--- config.mk ---
export PLATFORM = sky130hd
export DESIGN_NAME = motion_sensor_conditioner
export DESIGN_NICKNAME = d
export VERILOG_FILES = /design/src/rtl/motion_pkg.sv /design/src/rtl/sync_2ff.sv /design/src/rtl/motion_sensor_conditioner.sv
export SDC_FILE = /design/constraint.sdc
export NUM_CORES = 1
export LEC_CHECK = 0
export CAP_MARGIN = 30
export CORE_MARGIN = 5
export CORE_UTILIZATION = 57
export DETAILED_ROUTE_END_ITERATION = 8
export GPL_TIMING_DRIVEN = 0
export PLACE_DENSITY_LB_ADDON = 0.1
export SYNTH_ARGS = -nofsm -noshare
export SYNTH_HDL_FRONTEND = slang
export SYNTH_SLANG_ARGS = --single-unit
--- constraint.sdc ---
create_clock -name clk -period 2.45 [get_ports clk]
set_clock_uncertainty 0.2 [all_clocks]
set_input_delay 0.245 -clock clk [delete_from_list [all_inputs] [get_ports clk]]
set_output_delay 0.245 -clock clk [all_outputs]
set_load 0.01 [all_outputs]
--- src/rtl/motion_pkg.sv ---
// Shared types and constants for the motion sensor conditioner.
// The optional glitch counter is enabled by defining MOTION_GLITCH_CNT_EN.
package motion_pkg;

   typedef enum logic [2:0] {
      ST_WARMUP  = 3'd0,
      ST_IDLE    = 3'd1,
      ST_QUALIFY = 3'd2,
      ST_ACTIVE  = 3'd3,
      ST_HOLD    = 3'd4
   } motion_state_t;

   localparam int unsigned CLK_HZ                  = 10_000_000;
   localparam int unsigned DEFAULT_DEBOUNCE_CYCLES = 8;
   localparam int unsigned DEFAULT_HOLD_CYCLES     = 32'd3_000_000_000;
   localparam int unsigned DEFAULT_WARMUP_CYCLES   = CLK_HZ;
   localparam int unsigned GLITCH_CNT_W            = 8;
   localparam int unsigned CNT_W                   = 32;

   // Counters stick at all-ones instead of wrapping back to zero.
   function automatic logic [CNT_W-1:0] sat_inc(input logic [CNT_W-1:0] v);
      return (v == '1) ? v : v + CNT_W'(1);
   endfunction

endpackage

--- src/rtl/sync_2ff.sv ---
// Two-flop synchronizer for asynchronous level inputs; both stages clear on rst.
module sync_2ff #(
   parameter int unsigned WIDTH = 1
) (
   input  logic             clk,
   input  logic             rst,
   input  logic [WIDTH-1:0] d,
   output logic [WIDTH-1:0] q
);

   logic [WIDTH-1:0] meta;

   always_ff @(posedge clk) begin
      if (rst) begin
         meta <= '0;
         q    <= '0;
      end else begin
         meta <= d;
         q    <= meta;
      end
   end

endmodule

--- src/rtl/motion_sensor_conditioner.sv ---
// PIR motion conditioner: warm-up, debounce, hold window and enable gating.
// Define MOTION_GLITCH_CNT_EN to add the saturating glitch_count output.
module motion_sensor_conditioner
   import motion_pkg::*;
#(
   parameter int unsigned DEBOUNCE_CYCLES = DEFAULT_DEBOUNCE_CYCLES,
   parameter int unsigned HOLD_CYCLES     = DEFAULT_HOLD_CYCLES,
   parameter int unsigned WARMUP_CYCLES   = DEFAULT_WARMUP_CYCLES
) (
   input  logic clk,
   input  logic rst,
   input  logic pir_raw,
   input  logic enable,
   output logic motion_detect,
   output logic sensor_ready
`ifdef MOTION_GLITCH_CNT_EN
   ,
   output logic [GLITCH_CNT_W-1:0] glitch_count
`endif
);

   typedef logic [CNT_W-1:0] cnt_t;

   motion_state_t state;
   cnt_t          warm_cnt;
   cnt_t          deb_cnt;
   cnt_t          hold_cnt;
   logic          pir_s;

   sync_2ff #(.WIDTH(1)) u_sync (
      .clk (clk),
      .rst (rst),
      .d   (pir_raw),
      .q   (pir_s)
   );

   always_ff @(posedge clk) begin
      if (rst) begin
         state         <= ST_WARMUP;
         warm_cnt      <= '0;
         deb_cnt       <= '0;
         hold_cnt      <= '0;
         motion_detect <= 1'b0;
         sensor_ready  <= 1'b0;
      end else if (state != ST_WARMUP && !enable) begin
         // Disable overrides everything once warm-up is done.
         state         <= ST_IDLE;
         deb_cnt       <= '0;
         hold_cnt      <= '0;
         motion_detect <= 1'b0;
      end else begin
         case (state)
            ST_WARMUP: begin
               if (warm_cnt == cnt_t'(WARMUP_CYCLES - 1)) begin
                  state        <= ST_IDLE;
                  sensor_ready <= 1'b1;
                  warm_cnt     <= '0;
               end else begin
                  warm_cnt <= sat_inc(warm_cnt);
               end
            end
            ST_IDLE: begin
               if (pir_s) begin
                  if (DEBOUNCE_CYCLES == 1) begin
                     state         <= ST_ACTIVE;
                     motion_detect <= 1'b1;
                  end else begin
                     state   <= ST_QUALIFY;
                     deb_cnt <= cnt_t'(1);
                  end
               end
            end
            ST_QUALIFY: begin
               if (!pir_s) begin
                  state   <= ST_IDLE;
                  deb_cnt <= '0;
               end else if (deb_cnt >= cnt_t'(DEBOUNCE_CYCLES)) begin
                  state         <= ST_ACTIVE;
                  deb_cnt       <= '0;
                  motion_detect <= 1'b1;
               end else begin
                  deb_cnt <= sat_inc(deb_cnt);
               end
            end
            ST_ACTIVE: begin
               if (!pir_s) begin
                  state    <= ST_HOLD;
                  hold_cnt <= '0;
               end
            end
            ST_HOLD: begin
               // A retrigger beats a hold expiry on the same edge.
               if (pir_s) begin
                  state    <= ST_ACTIVE;
                  hold_cnt <= '0;
               end else if (hold_cnt == cnt_t'(HOLD_CYCLES - 1)) begin
                  state         <= ST_IDLE;
                  hold_cnt      <= '0;
                  motion_detect <= 1'b0;
               end else begin
                  hold_cnt <= sat_inc(hold_cnt);
               end
            end
            default: begin
               state         <= ST_WARMUP;
               warm_cnt      <= '0;
               deb_cnt       <= '0;
               hold_cnt      <= '0;
               motion_detect <= 1'b0;
               sensor_ready  <= 1'b0;
            end
         endcase
      end
   end

`ifdef MOTION_GLITCH_CNT_EN
   // A glitch is a qualification aborted by the sensor dropping, not by disable.
   always_ff @(posedge clk) begin
      if (rst) begin
         glitch_count <= '0;
      end else if (state == ST_QUALIFY && enable && !pir_s && glitch_count != '1) begin
         glitch_count <= glitch_count + GLITCH_CNT_W'(1);
      end
   end
`endif

endmodule

==> results_dict.tcl <==
set metrics [dict create \
    status "completed" \
    yosys.area.top_type_share_pct 39.6 \
    die_w_um 106 \
    vias_per_cell 6.27 \
    yosys.area.top_type "dfxtp_1" \
    end_kind "register" \
    drive_above_1_share_pct 18.8 \
    synth-edff-count 0 \
    worst_slack_ps 49.9 \
    cts_buffers 9 \
    grt_pass1_wl_um 20500 \
    ys_seq_area_share_pct 39.6 \
    gp_congestion 0.965 \
    fp-row-count 34 \
    syn_area_per_cell_um2 8.23 \
    synth_cells 633 \
    drt_iter0_markers 372 \
    ant_nets 0 \
    antenna_found_initial 0 \
    power_frac_clock_pct 36.3 \
    fin_crit_sh_pct 98.0 \
    gr-usage-met2_pct 34.8 \
    antenna_cells 0 \
    setup_violations 0 \
    crit_fanout 7 \
    met3_usage_pct 4.34 \
    synth_cell_type_count 66 \
    io_pins 6 \
    synth-xor-area-share_pct 6.39 \
    cts_buffer_depth 2 \
    nets 677 \
    slew_headroom_pct 59.1 \
    ys_top_cells_by_area "dfxtp_1 (40%), nor2_1 (7.4%), nand3_1 (4.3%)" \
    hold_viol_final 0 \
    drtPass1Iterations 5 \
    fin_cells 782 \
    path_class "reg -> reg" \
    met1_usage_pct 31.0 \
    p_switching_uw 657 \
    dieHeight_um 106 \
    synth_async_sr_flop_share_pct 0 \
    period_needed_ps 2400 \
    tightest_slew_ps 611 \
    hpwl_um 8790 \
    track_usage_pct 22.1 \
    clkLatencyLatePin_ps 360 \
    crit_chain "nor4b_4 -> nand4_1 -> o31ai_4 -> a21oi_1 -> or4_1 -> a21oi_2" \
    syn-num-nets 641 \
    grt-ovfl-total 0 \
    p_leak_uw 0.00218 \
    pre_cts_ws_ps -319 \
    io_buffer_count 4 \
    synth-seq-cells 103 \
    wl_per_cell_um 16.4 \
    core_um2 8810 \
    die_area_um2 11200 \
    grt_start_max_net_pins 18 \
    cts_tree "done" \
    switching_share_pct 23.3 \
    rsz0062_at_grt "true" \
    synth_simple_gate_area_share_pct 36.3 \
    busiest_layer "met2" \
    synth-adder-area-share_pct 0.961 \
    cts_root_buffer "clkbuf_8" \
    cp_data_required_time_ps 2540 \
    crit_slowest_cell "dfxtp_1" \
    ys_warn_count 0 \
    internal_power_uw 2160 \
    path_clk_slew_ps 100 \
    htreeDepth 3 \
    numClockSinks 103 \
    clock.fmax_mhz 417 \
    start_util_pct 59.2 \
    setup.worst_path.start_class "register" \
    power.share.sequential_pct 60.0 \
    synth_compound_area_share_pct 12.4 \
    drc 0 \
    combPwrFrac_pct 3.6 \
    syn_area_um2 5210 \
    slew_violations 0 \
    power.density_nw_per_um2 463 \
    cpPeakStageDelay_ps 470 \
    synth_ff_type "dfxtp_1" \
    dp.cells 745 \
    routed_wl_um 12800 \
    vdd_ir_drop_max_mv 0.294 \
    ys_top_cells_by_count "dfxtp_1 (103), nor2_1 (103), nand3_1 (45), nand2_1 (38), a21oi_1 (32)" \
    crit_arrival_ps 2490 \
    synth.mux.area_fraction_pct 1.39 \
    drv_cap 0 \
    vias 4905 \
    hp-class "in -> reg" \
    area_growth_pct 17.0 \
    grt_pass1_vias 4285 \
    synth_top_family_by_area "simple AND/OR/NAND/NOR gates" \
]
[stage by stage]
step	hold slack, ps	utilization [%]	TNS [ps]	instance area (um2)	total power (uW)
after global routing	139	69.2	-81.1	6090	2920
after detailed placement	259	61.1	-13050	5380	1810
after global placement	260	61.1	-11020	5380	1810
final	103	69.2	0	6090	2820
after CTS	79.2	65.0	-25.2	5730	2830
after floorplan	173	-	0	5210	1780
[cell type report]
class,count,area [um2]
Clock buffer,12,155
Timing Repair Buffer,29,240
Sequential cell,103,2090
Fill cell,702,2710
Buffer,22,113
Multi-Input combinational cell,492,3280
Clock inverter,4,35.0
Tap cell,108,135
Inverter,12,45.0
[flip-flops by register name (all words and copies together), names as in the netlist]
name / cells
deb_cnt: 32
hold_cnt: 32
motion_detect: 1
sensor_ready: 1
state: 3
u_sync.meta: 1
u_sync.q: 1
warm_cnt: 32
[layer usage]
metal | vias to the layer above | share of wire (%)
li1 | 2412 | -
met2 | 160 | 46
met3 | 20 | 6.5
met1 | 2313 | 46
met4 | 0 | 1.9
met5 | - | 0
[power groups by stage]
| stage | clock, uW | sequential [uW] | combinational (uW) |
|---|---|---|---|
| after floorplan | 0 | 1730 | 51.0 |
| after global placement | 0 | 1730 | 76.0 |
| after detailed placement | 0 | 1730 | 77.2 |
| after CTS | 1050 | 1690 | 87.4 |
| after global routing | 1110 | 1700 | 112 |
| final | 1020 | 1690 | 102 |
[placed cells by master, fill, tap and decap left out, types with 15 or more instances in the layout]
cell     instances
a21oi_1         30
a31oi_1         15
and3_1          26
buf_4           25
dfxtp_1         84
dfxtp_2         16
nand2_1         38
nand3_1         42
nand4_1         18
nor2_1         101
nor4_1          23
xnor2_1         15
xor2_1          23
[final timing paths]
| check | startpoint | to | slack (ps) | depth (start not counted) |
|---|---|---|---|---|
| setup / recovery | hold_cnt[25] | state[0] | 50 | 6 |
| hold / removal | rst | sensor_ready | 100 | 2 |
| setup reg to reg | hold_cnt[25] | state[0] | 50 | 6 |
| hold reg to reg | u_sync.meta | u_sync.q | 260 | 1 |
[timing repair]
action	CTS	global route
pin swaps	6	16
gates resized for setup	23	66
buffers inserted	8	17
hold buffers	0	0
setup endpoints to repair	70	92
[logic make-up after synthesis]
family,after synthesis
adders and majority gates,4
AOI/OAI and AO/OA,97
xor gates and xnor gates,38
DFF,103
and+or+nand+nor,346
buffers and inverters,38
muxes,7
[worst max-delay path, delay by kind of cell, from the launching register on]
family           cells  cell delay, ps
AO/OA/AOI/OAI        3             710
flip-flops           1             470
AND/OR/NAND/NOR      3             960
No activity file was read; power rests on OpenSTA's default activity.
